[src/rtl/dma_w_burst_if.sv]
// Bus bundle for dma_w_burst: upstream beat handshake (dma_w_*) and the
// AXI4 write channels (m_axi_aw*/w*/b*).
// master: the burst engine's view. slave: the surrounding environment's view.
interface dma_w_burst_if #(
  parameter int ADDR_W    = 32,
  parameter int DATA_W    = 32,
  parameter int AXI_LEN_W = 8
);
  logic                   dma_w_valid;
  logic [ADDR_W-1:0]      dma_w_addr;
  logic [DATA_W-1:0]      dma_w_wdata;
  logic [DATA_W/8-1:0]    dma_w_wstrb;
  logic [AXI_LEN_W-1:0]   dma_w_len;
  logic                   dma_w_ready;

  logic [ADDR_W-1:0]      m_axi_awaddr;
  logic [AXI_LEN_W-1:0]   m_axi_awlen;
  logic [2:0]             m_axi_awsize;
  logic [1:0]             m_axi_awburst;
  logic                   m_axi_awvalid;
  logic                   m_axi_awready;
  logic [DATA_W-1:0]      m_axi_wdata;
  logic [DATA_W/8-1:0]    m_axi_wstrb;
  logic                   m_axi_wlast;
  logic                   m_axi_wvalid;
  logic                   m_axi_wready;
  logic [1:0]             m_axi_bresp;
  logic                   m_axi_bvalid;
  logic                   m_axi_bready;

  modport master (
    input  dma_w_valid, dma_w_addr, dma_w_wdata, dma_w_wstrb, dma_w_len,
    output dma_w_ready,
    output m_axi_awaddr, m_axi_awlen, m_axi_awsize, m_axi_awburst, m_axi_awvalid,
    input  m_axi_awready,
    output m_axi_wdata, m_axi_wstrb, m_axi_wlast, m_axi_wvalid,
    input  m_axi_wready,
    input  m_axi_bresp, m_axi_bvalid,
    output m_axi_bready
  );

  modport slave (
    output dma_w_valid, dma_w_addr, dma_w_wdata, dma_w_wstrb, dma_w_len,
    input  dma_w_ready,
    input  m_axi_awaddr, m_axi_awlen, m_axi_awsize, m_axi_awburst, m_axi_awvalid,
    output m_axi_awready,
    input  m_axi_wdata, m_axi_wstrb, m_axi_wlast, m_axi_wvalid,
    output m_axi_wready,
    output m_axi_bresp, m_axi_bvalid,
    input  m_axi_bready
  );
endinterface

[src/rtl/dma_w_burst.sv]
// AXI4 write-burst master fed by the DMA write-data aligner.
// One burst per request: AW beat, W beats ending in WLAST, then B collection.
// Optional feature macro: DMA_W_BURST_SKID_EN
//   undefined: W channel is a combinational pass-through of the upstream beat.
//   defined:   W channel is fed from a 2-entry skid buffer (registered outputs,
//              one cycle of added latency, upstream isolated from wready).
//
// state   | meaning
// IDLE    | waiting for the first upstream beat; latches address and length
// ADDR    | AW presented, held until awready
// DATA    | streaming W beats, cnt counts remaining beats (0 = last)
// RESP    | bready high, waiting for the B response
module dma_w_burst #(
  parameter int ADDR_W    = 32,
  parameter int DATA_W    = 32,
  parameter int AXI_LEN_W = 8
) (
  input  logic             clk_i,
  input  logic             rst_i,
  input  logic             clear_i,
  dma_w_burst_if.master    bus,
  output logic             busy_o,
  output logic             error_o,
  output logic [1:0]       last_bresp_o
);

  localparam int STRB_W = DATA_W / 8;

  typedef enum logic [1:0] {
    ST_IDLE = 2'd0,
    ST_ADDR = 2'd1,
    ST_DATA = 2'd2,
    ST_RESP = 2'd3
  } state_e;

  state_e                 state_q, state_d;
  logic [ADDR_W-1:0]      awaddr_q, awaddr_d;
  logic [AXI_LEN_W-1:0]   awlen_q, awlen_d;
  logic [AXI_LEN_W-1:0]   cnt_q, cnt_d;
  logic                   error_q, error_d;
  logic [1:0]             last_bresp_q, last_bresp_d;
  logic                   aw_valid;
  logic                   b_ready;
  logic                   in_data;
  logic                   w_hs;
  logic                   beat_take;
  logic                   data_done;

  assign in_data = (state_q == ST_DATA);
  assign w_hs    = bus.m_axi_wvalid && bus.m_axi_wready;

`ifdef DMA_W_BURST_SKID_EN
  logic [DATA_W-1:0] mem_data_q [2];
  logic [STRB_W-1:0] mem_strb_q [2];
  logic              mem_last_q [2];
  logic              wr_ptr_q;
  logic              rd_ptr_q;
  logic [1:0]        fill_q;
  logic              all_in_q;
  logic              up_ready;
  logic              up_acc;

  // all_in_q stops intake once the last beat of the burst has been taken
  assign up_ready  = in_data && !all_in_q && (fill_q != 2'd2);
  assign up_acc    = up_ready && bus.dma_w_valid;
  assign beat_take = up_acc;
  assign data_done = w_hs && bus.m_axi_wlast;

  assign bus.dma_w_ready  = up_ready;
  assign bus.m_axi_wvalid = (fill_q != 2'd0);
  assign bus.m_axi_wdata  = mem_data_q[rd_ptr_q];
  assign bus.m_axi_wstrb  = mem_strb_q[rd_ptr_q];
  assign bus.m_axi_wlast  = (fill_q != 2'd0) && mem_last_q[rd_ptr_q];

  // skid buffer storage; contents are don't-care while the fill count is zero
  always_ff @(posedge clk_i) begin
    if (up_acc) begin
      mem_data_q[wr_ptr_q] <= bus.dma_w_wdata;
      mem_strb_q[wr_ptr_q] <= bus.dma_w_wstrb;
      mem_last_q[wr_ptr_q] <= (cnt_q == '0);
    end
  end

  // skid buffer pointers, fill level and end-of-burst intake flag
  always_ff @(posedge clk_i) begin
    if (rst_i) begin
      wr_ptr_q <= 1'b0;
      rd_ptr_q <= 1'b0;
      fill_q   <= 2'd0;
      all_in_q <= 1'b0;
    end else begin
      if (up_acc) wr_ptr_q <= ~wr_ptr_q;
      if (w_hs)   rd_ptr_q <= ~rd_ptr_q;
      fill_q <= fill_q + 2'(up_acc) - 2'(w_hs);
      if (!in_data)
        all_in_q <= 1'b0;
      else if (up_acc && (cnt_q == '0))
        all_in_q <= 1'b1;
    end
  end
`else
  assign beat_take = w_hs;
  assign data_done = w_hs && (cnt_q == '0);

  assign bus.dma_w_ready  = in_data && bus.m_axi_wready;
  assign bus.m_axi_wvalid = in_data && bus.dma_w_valid;
  assign bus.m_axi_wdata  = bus.dma_w_wdata;
  assign bus.m_axi_wstrb  = bus.dma_w_wstrb;
  assign bus.m_axi_wlast  = in_data && (cnt_q == '0);
`endif

  // next-state and burst bookkeeping; a B response in the same cycle as
  // clear takes precedence so a fresh failure is never lost
  always_comb begin
    state_d      = state_q;
    awaddr_d     = awaddr_q;
    awlen_d      = awlen_q;
    cnt_d        = cnt_q;
    error_d      = clear_i ? 1'b0 : error_q;
    last_bresp_d = clear_i ? 2'b00 : last_bresp_q;
    aw_valid     = 1'b0;
    b_ready      = 1'b0;
    case (state_q)
      ST_IDLE: begin
        if (bus.dma_w_valid) begin
          awaddr_d = bus.dma_w_addr;
          awlen_d  = bus.dma_w_len;
          cnt_d    = bus.dma_w_len;
          state_d  = ST_ADDR;
        end
      end
      ST_ADDR: begin
        aw_valid = 1'b1;
        if (bus.m_axi_awready) state_d = ST_DATA;
      end
      ST_DATA: begin
        if (beat_take && (cnt_q != '0)) cnt_d = cnt_q - AXI_LEN_W'(1);
        if (data_done) state_d = ST_RESP;
      end
      ST_RESP: begin
        b_ready = 1'b1;
        if (bus.m_axi_bvalid) begin
          last_bresp_d = bus.m_axi_bresp;
          error_d      = error_d | (bus.m_axi_bresp != 2'b00);
          state_d      = ST_IDLE;
        end
      end
      default: state_d = ST_IDLE;
    endcase
  end

  // state and status registers
  always_ff @(posedge clk_i) begin
    if (rst_i) begin
      state_q      <= ST_IDLE;
      awaddr_q     <= '0;
      awlen_q      <= '0;
      cnt_q        <= '0;
      error_q      <= 1'b0;
      last_bresp_q <= 2'b00;
    end else begin
      state_q      <= state_d;
      awaddr_q     <= awaddr_d;
      awlen_q      <= awlen_d;
      cnt_q        <= cnt_d;
      error_q      <= error_d;
      last_bresp_q <= last_bresp_d;
    end
  end

  assign bus.m_axi_awaddr  = awaddr_q;
  assign bus.m_axi_awlen   = awlen_q;
  assign bus.m_axi_awsize  = 3'($clog2(STRB_W));
  assign bus.m_axi_awburst = 2'b01;
  assign bus.m_axi_awvalid = aw_valid;
  assign bus.m_axi_bready  = b_ready;

  assign busy_o       = (state_q != ST_IDLE);
  assign error_o      = error_q;
  assign last_bresp_o = last_bresp_q;

endmodule

[src/flat_wrapper.sv]
// flat-port wrapper written by rule: the top's interface ports become plain ports
module dma_w_burst_flat 
#(
  parameter int ADDR_W    = 32,
  parameter int DATA_W    = 32,
  parameter int AXI_LEN_W = 8
)
  (clk_i, rst_i, clear_i, busy_o, error_o, last_bresp_o, bus_dma_w_valid, bus_dma_w_addr, bus_dma_w_wdata, bus_dma_w_wstrb, bus_dma_w_len, bus_dma_w_ready, bus_m_axi_awaddr, bus_m_axi_awlen, bus_m_axi_awsize, bus_m_axi_awburst, bus_m_axi_awvalid, bus_m_axi_awready, bus_m_axi_wdata, bus_m_axi_wstrb, bus_m_axi_wlast, bus_m_axi_wvalid, bus_m_axi_wready, bus_m_axi_bresp, bus_m_axi_bvalid, bus_m_axi_bready);
  dma_w_burst_if #(.ADDR_W(ADDR_W), .DATA_W(DATA_W), .AXI_LEN_W(AXI_LEN_W)) bus_i ();
  input  logic clk_i;
  input  logic rst_i;
  input  logic clear_i;
  output logic busy_o;
  output logic error_o;
  output logic [1:0] last_bresp_o;
  input wire logic [$bits(bus_i.dma_w_valid)-1:0] bus_dma_w_valid;
  input wire logic [$bits(bus_i.dma_w_addr)-1:0] bus_dma_w_addr;
  input wire logic [$bits(bus_i.dma_w_wdata)-1:0] bus_dma_w_wdata;
  input wire logic [$bits(bus_i.dma_w_wstrb)-1:0] bus_dma_w_wstrb;
  input wire logic [$bits(bus_i.dma_w_len)-1:0] bus_dma_w_len;
  output wire logic [$bits(bus_i.dma_w_ready)-1:0] bus_dma_w_ready;
  output wire logic [$bits(bus_i.m_axi_awaddr)-1:0] bus_m_axi_awaddr;
  output wire logic [$bits(bus_i.m_axi_awlen)-1:0] bus_m_axi_awlen;
  output wire logic [$bits(bus_i.m_axi_awsize)-1:0] bus_m_axi_awsize;
  output wire logic [$bits(bus_i.m_axi_awburst)-1:0] bus_m_axi_awburst;
  output wire logic [$bits(bus_i.m_axi_awvalid)-1:0] bus_m_axi_awvalid;
  input wire logic [$bits(bus_i.m_axi_awready)-1:0] bus_m_axi_awready;
  output wire logic [$bits(bus_i.m_axi_wdata)-1:0] bus_m_axi_wdata;
  output wire logic [$bits(bus_i.m_axi_wstrb)-1:0] bus_m_axi_wstrb;
  output wire logic [$bits(bus_i.m_axi_wlast)-1:0] bus_m_axi_wlast;
  output wire logic [$bits(bus_i.m_axi_wvalid)-1:0] bus_m_axi_wvalid;
  input wire logic [$bits(bus_i.m_axi_wready)-1:0] bus_m_axi_wready;
  input wire logic [$bits(bus_i.m_axi_bresp)-1:0] bus_m_axi_bresp;
  input wire logic [$bits(bus_i.m_axi_bvalid)-1:0] bus_m_axi_bvalid;
  output wire logic [$bits(bus_i.m_axi_bready)-1:0] bus_m_axi_bready;
  assign bus_i.dma_w_valid = bus_dma_w_valid;
  assign bus_i.dma_w_addr = bus_dma_w_addr;
  assign bus_i.dma_w_wdata = bus_dma_w_wdata;
  assign bus_i.dma_w_wstrb = bus_dma_w_wstrb;
  assign bus_i.dma_w_len = bus_dma_w_len;
  assign bus_dma_w_ready = bus_i.dma_w_ready;
  assign bus_m_axi_awaddr = bus_i.m_axi_awaddr;
  assign bus_m_axi_awlen = bus_i.m_axi_awlen;
  assign bus_m_axi_awsize = bus_i.m_axi_awsize;
  assign bus_m_axi_awburst = bus_i.m_axi_awburst;
  assign bus_m_axi_awvalid = bus_i.m_axi_awvalid;
  assign bus_i.m_axi_awready = bus_m_axi_awready;
  assign bus_m_axi_wdata = bus_i.m_axi_wdata;
  assign bus_m_axi_wstrb = bus_i.m_axi_wstrb;
  assign bus_m_axi_wlast = bus_i.m_axi_wlast;
  assign bus_m_axi_wvalid = bus_i.m_axi_wvalid;
  assign bus_i.m_axi_wready = bus_m_axi_wready;
  assign bus_i.m_axi_bresp = bus_m_axi_bresp;
  assign bus_i.m_axi_bvalid = bus_m_axi_bvalid;
  assign bus_m_axi_bready = bus_i.m_axi_bready;
  dma_w_burst #(.ADDR_W(ADDR_W), .DATA_W(DATA_W), .AXI_LEN_W(AXI_LEN_W)) u_core (.clk_i(clk_i), .rst_i(rst_i), .clear_i(clear_i), .bus(bus_i), .busy_o(busy_o), .error_o(error_o), .last_bresp_o(last_bresp_o));
endmodule
[config.mk]
export PLATFORM = sky130hd
export DESIGN_NAME = dma_w_burst_flat
export DESIGN_NICKNAME = d
export VERILOG_FILES = /design/src/rtl/dma_w_burst_if.sv /design/src/rtl/dma_w_burst.sv /design/src/flat_wrapper.sv
export SDC_FILE = /design/constraint.sdc
export NUM_CORES = 1
export LEC_CHECK = 0
export ABC_AREA = 1
export CORE_ASPECT_RATIO = 0.75
export CORE_MARGIN = 10
export CORE_UTILIZATION = 36
export CTS_BUF_LIST = sky130_fd_sc_hd__clkbuf_4 sky130_fd_sc_hd__clkbuf_8 sky130_fd_sc_hd__clkbuf_16
export CTS_CLUSTER_DIAMETER = 60
export DETAILED_ROUTE_END_ITERATION = 10
export PLACE_DENSITY = 0.84
export SLEW_MARGIN = 20
export SYNTH_ARGS = -nofsm -noshare
export SYNTH_HDL_FRONTEND = slang
export SYNTH_SLANG_ARGS = --single-unit
[constraint.sdc]
create_clock -name clk_i -period 1.87 [get_ports clk_i]
set_input_delay 0.187 -clock clk_i [delete_from_list [all_inputs] [get_ports clk_i]]
set_output_delay 0.187 -clock clk_i [all_outputs]
set_load 0.005 [all_outputs]
==> impl_metrics.py <==
metrics = {
    "die": {
        "initial_utilization": 0.3757,
        "rows": 26,
        "die_w_um": 118.0,
        "io_pins": 175,
        "die_h_um": 93.48,
        "die-area_mm2": 0.01103,
        "core_region_area_mm2": 0.006897,
    },
    "synthesis": {
        "synth_ff_type": "dfxtp_1",
        "synth_xor_area_frac": 0,
        "synth_top_cell_area_share": 0.4095,
        "synth_top_family_by_area": "simple AND/OR/NAND/NOR gates",
        "synth_edf_count": 0,
        "yosysTopAreaCell": "dfxtp_1",
        "syn_area_per_cell_um2": 7.022,
        "yosys_warnings": 0,
        "synth_area_leaders": "dfxtp_1 41%, nor2_1 15%, buf_4 12%, o21ai_0 9.9%, nand2_1 5.6%",
        "synthCells": 369,
        "synth.distinct_cells": 24,
        "synth_compound_area_frac": 0.1231,
        "ys_ff_latch": 53,
        "muxShareOfSynthArea": 0,
        "yosysSeqAreaShare": 0.4095,
        "synth.most_common_cell": "nor2_1",
        "synthTopCellsByCount": "104 x nor2_1, 53 x dfxtp_1, 51 x o21ai_0",
        "synthArstFlopShare": 0,
        "syn_area_mm2": 0.002591,
        "yosys.area_share.simple": 0.2549,
        "synthAdderAreaFrac": 0.02897,
    },
    "timing": {
        "max_freq_mhz": 569.3,
        "finalMaxSlewViolations": 0,
        "min_period_over_period": 0.9394,
        "setup_viol": 0,
        "setup_tns_ns": 0,
        "grt_setup_unrepaired": "false",
        "fin_ws_ns": 0.1133,
        "min_period_ns": 1.757,
        "hold_viol": 0,
        "finClkSkew_ns": 0.002671,
        "whs_ns": 0.3740,
    },
    "layout": {
        "regArea_mm2": 0.001064,
        "drive_gt1_frac": 0.08545,
        "fill_cells": 694,
        "fin_util": 0.5145,
        "fin_cells": 531,
        "multi_input_area_mm2": 0.001096,
        "fin_nets": 523,
        "num_antenna_cells": 0,
        "postLayoutCellArea_mm2": 0.003548,
        "area_growth_syn_to_layout_pct": 36.94,
    },
    "critical_path": {
        "worstPathCellList": "inv_1 > ha_4 > nand2_1 > inv_1 > clkdlybuf4s50_1",
        "crit_type": "reg -> out",
        "crit_top_cell": "inv_1",
        "crit_path_top_delay_cell": "clkdlybuf4s50_1",
        "slowest_delay_ns": 0.50,
        "cp.required_ns": 1.68,
        "cp_max_fo": 5,
        "start_kind": "flop",
        "critPathBufInv": 3,
        "end_kind": "primary output",
        "path_delay_family": "buffers and inverters",
        "critPathArrivalTime_ns": 1.57,
    },
    "global_route": {
        "grt_overflow": 0,
        "antenna_found_initial": 0,
        "grt_usage": 0.1323,
        "grt_pass1_vias": 2392,
        "grt_max_degree": 46,
        "grt_pass1_wl_um": 11960,
    },
    "route": {
        "wirelength_um": 7686,
        "via_per_inst": 4.546,
        "route.vias.total": 2414,
        "routedWlPerCell_um": 14.47,
        "drt_iter0_markers": 164,
        "drc_errors": 0,
        "firstDrtPassIters": 4,
        "ant_nets": 0,
    },
    "clock_tree": {
        "clk-insertion-delay-late_ns": 0.30,
        "clk_root_buffer_cell": "clkbuf_8",
        "clockBufferDepth": 2,
        "tritoncts": "yes",
        "cts_sinks": 53,
        "cts_buffers": 5,
        "htreeDepth": 2,
        "cts_hold_buf": 0,
        "cts.clk_slew.worst_paths_ns": 0.09,
    },
    "pwr": {
        "finalPower_mw": 4.423,
        "p_per_area_mw_per_mm2": 1246,
        "peakVddDrop_mv": 0.6235,
        "leakagePower_nw": 1.534,
    },
    "status": {
        "status": "complete, no violations",
    },
    "place": {
        "preCtsSetupSlack_ns": 0.2102,
        "dp.cells": 520,
        "placed_area_mm2": 0.003406,
        "portBuffers": 97,
        "place.gp.congestion": 0.9017,
        "dpl.hpwl_um": 5869,
    },
    "hold_path": {
        "hold_class": "in -> out",
    },
    "flow_run": {
        "max_cap_viol_count": 0,
    },
}
==> metal layers <==
| metal | track usage | routed length, µm | vias to the layer above |
|---|---|---|---|
| met1 | 0.1564 | 3500 | 1090 |
| met3 | 0.04144 | 496 | 6 |
| met2 | 0.2276 | 3610 | 82 |
| li1 | - | - | 1236 |
| met4 | 0.03799 | 78 | 0 |
| met5 | 0 | 0 | - |
==> layout by cell type, fill, tap and decap left out, types with 2 or more instances in the layout <==
master | Yosys | layout
dlymetal6s2s_1 | 0 | 2
conb_1 | 2 | 5
nand2_1 | 39 | 39
inv_2 | 1 | 3
ha_1 | 6 | 4
nand4_1 | 2 | 2
nand3_1 | 10 | 10
clkdlybuf4s50_1 | 0 | 95
dfxtp_1 | 53 | 51
nor2_1 | 104 | 103
buf_4 | 41 | 10
nand3_2 | 2 | 2
dfxtp_2 | 0 | 2
clkinv_2 | 1 | 2
o21ai_0 | 51 | 51
clkbuf_8 | 0 | 5
or2_2 | 2 | 2
a21oi_1 | 11 | 11
inv_1 | 23 | 21
==> what timing repair did <==
action | CTS | global route
pin swaps | 0 | 1
buffers inserted | 1 | 2
endpoints found under the setup margin | 3 | 4
resized for setup | 5 | 6
==> power by group <==
group / switching, mW / internal, mW / total, mW / leakage (nW)
registers: 0.196 / 1.43 / 1.63 / 0.439
clock network: 0.378 / 0.283 / 0.660 / 0.0490
logic: 1.10 / 1.04 / 2.13 / 1.05
total: 1.67 / 2.75 / 4.42 / 1.53
==> flip-flops by register name (all words and copies together), names as in the netlist <==
name	flops
u_core.cnt_q	8
u_core.bus.m_axi_awlen	8
u_core.bus.m_axi_awaddr	32
u_core.last_bresp_o	2
u_core.error_o	1
u_core.state_q	2
==> path summary, 6_finish.rpt <==
| check | start | to | slack (ns) | cells after the start |
|---|---|---|---|---|
| max | u_core.state_q[0] | bus_dma_w_ready | 0.11 | 5 |
| min | bus_dma_w_wdata[18] | bus_m_axi_wdata[18] | 0.37 | 0 |
| max reg2reg | u_core.state_q[0] | u_core.state_q[1] | 0.27 | 9 |
| min reg2reg | u_core.error_o | u_core.error_o | 0.47 | 2 |
==> logic make-up after synthesis <==
kind of cell / Yosys count
AND/OR/NAND/NOR: 163
buffers and inverters: 82
AO/OA/AOI/OAI: 63
flip-flops: 53
adder cells (fa/ha/maj): 6
other: 2
==> layout make-up <==
cell class | instances | area share
Tap cell | 98 | 0.03456
Timing Repair Buffer | 108 | 0.3018
Sequential cell | 53 | 0.2997
Inverter | 27 | 0.02962
Multi-Input combinational cell | 237 | 0.3089
Clock buffer | 6 | 0.02151
Clock inverter | 2 | 0.003879
Power figures use the tool's default switching activity.
==> edit (same flow settings) <==
`ADDR_W` is set to 32 in 3 places; all go to 36.
--- a/src/rtl/dma_w_burst_if.sv
+++ b/src/rtl/dma_w_burst_if.sv
@@ -2,7 +2,7 @@
 // AXI4 write channels (m_axi_aw*/w*/b*).
 // master: the burst engine's view. slave: the surrounding environment's view.
 interface dma_w_burst_if #(
-  parameter int ADDR_W    = 32,
+  parameter int ADDR_W    = 36,
   parameter int DATA_W    = 32,
   parameter int AXI_LEN_W = 8
 );
--- a/src/rtl/dma_w_burst.sv
+++ b/src/rtl/dma_w_burst.sv
@@ -11,7 +11,7 @@
 // DATA    | streaming W beats, cnt counts remaining beats (0 = last)
 // RESP    | bready high, waiting for the B response
 module dma_w_burst #(
-  parameter int ADDR_W    = 32,
+  parameter int ADDR_W    = 36,
   parameter int DATA_W    = 32,
   parameter int AXI_LEN_W = 8
 ) (
--- a/src/flat_wrapper.sv
+++ b/src/flat_wrapper.sv
@@ -1,7 +1,7 @@
 // flat-port wrapper written by rule: the top's interface ports become plain ports
 module dma_w_burst_flat 
 #(
-  parameter int ADDR_W    = 32,
+  parameter int ADDR_W    = 36,
   parameter int DATA_W    = 32,
   parameter int AXI_LEN_W = 8
 )
Interface: changed (resized bus_dma_w_addr and bus_m_axi_awaddr); port bits go from 175 to 183. No check against the original RTL was run, so the function may have changed too.
==> edit against the unedited design <==
  * Final cell count is 4.9% higher
  * Area after synthesis is 5.3% higher
  * Wire length is 3.7% higher
  * Sequential cell count is 4 higher
  * Synthesized cell count is 2.7% higher
  * Critical path depth stayed put
  * Combinational power is 25% higher
  * Total power is 28% higher
  * Fmax is 2.2% higher
  * Worst setup slack better by 0.037 ns
  * Global-route usage is 0.15 points higher
  * Worst hold slack hardly changed
  * Cell area is 8.5% higher
  * Critical path type unchanged
  * Largest power group unchanged
  * Highest routed layer unchanged
==> edit: results (changes against the unedited design) <==
Worst Setup EP - bus_m_axi_wvalid (was bus_dma_w_ready)
Inverters - 25 (was 27)
Status - complete, no violations (unchanged)
Die X-Extent - 121 µm (was 118 µm)
GR Util met3 - 7.02% (was 4.14%)
Synth cell count leaders - 107 x nor2_1, 57 x dfxtp_1, 53 x o21ai_0, 41 x buf_4, 35 x nand2_1 (was 104 x nor2_1, 53 x dfxtp_1, 51 x o21ai_0, 41 x buf_4, 39 x nand2_1)
Clkbuf count - 12 (was 6)
Static Leak - 1.64 nW (was 1.53 nW)
Largest net degree at the start of global routing - 45 (was 46)
R2R Path End - u_core.bus.m_axi_awaddr[19] (was u_core.state_q[1])
Distinct cells, synth - 26 (was 24)
Routed wire length per instance - 14.3 µm (was 14.5 µm)
Vias in the first global route - 2510 (was 2392)
Layout non-clock buf frac - 29.4% (was 30.2%)
Routed length on met1 - 3400 µm (was 3500 µm)
DR WL met2 - 3610 µm (about the same)
DR iter-0 viols - 127 (was 164)
Filler cells - 738 (was 694)
Min-Delay Endpoint - bus_m_axi_wdata[12] (was bus_m_axi_wdata[18])
CTS Buf Count - 9 (was 5)
R2R setup slack - 0.31 ns (was 0.27 ns)
Worst Hold Slack - 0.374 ns (about the same)
Via/cell ratio - 4.68 (was 4.55)
Met1 usage - 15.5% (was 15.6%)
Non-clock buffers - 114 (was 108)
Share of layout cells above drive strength 1 - 10.3% (was 8.55%)
Largest cells by area after synthesis - dfxtp_1 42%, nor2_1 15%, buf_4 11% (was dfxtp_1 41%, nor2_1 15%, buf_4 12%)
HP Start - bus_dma_w_wdata[12] (was bus_dma_w_wdata[18])
Comb_multi_in - 245 (was 237)
Sequential cell area share - 29.7% (was 30.0%)
Multi-input gate share of the layout cell area - 29.9% (was 30.9%)
Syn avg cell area - 7.20 µm² (was 7.02 µm²)
Met3 wire len - 836 µm (was 496 µm)
DP Area - 0.00361 mm² (was 0.00341 mm²)
Seq cells post-synth - 57 (was 53)
Clock-pin slew on the worst setup and hold paths - 0.06 ns (was 0.09 ns)
Post-Place Setup Slack - 0.0729 ns (was 0.210 ns)
## edit: cell families (layout without fill, tap and decap cells)
family / Yosys count / in the layout / share of synthesized area (%)
and+or+nand+nor: 165 / 165 / 25.0
buffers and inverters: 80 / 154 / 17.0
AOI/OAI and AO/OA: 67 / 67 / 12.4
DFF: 57 / 57 / 41.8
adders and majority gates: 6 / 6 / 2.75
other: 2 / 5 / 0.275
xor gates and xnor gates: 1 / 1 / 0.321
muxes: 1 / 1 / 0.367
## edit: report_power, final
part | internal [mW] | total (mW) | switching (mW)
Clock | 0.691 | 1.15 | 0.459
Sequential | 1.60 | 1.83 | 0.236
Combinational | 1.25 | 2.66 | 1.41
Total | 3.54 | 5.64 | 2.11
## edit: timing repair
action | in CTS | in global routing
setup buffers | 2 | 0
resized for setup | 6 | 5
pin swaps | 2 | 0
endpoints found under the setup margin | 3 | 3
gates cloned | 0 | 0
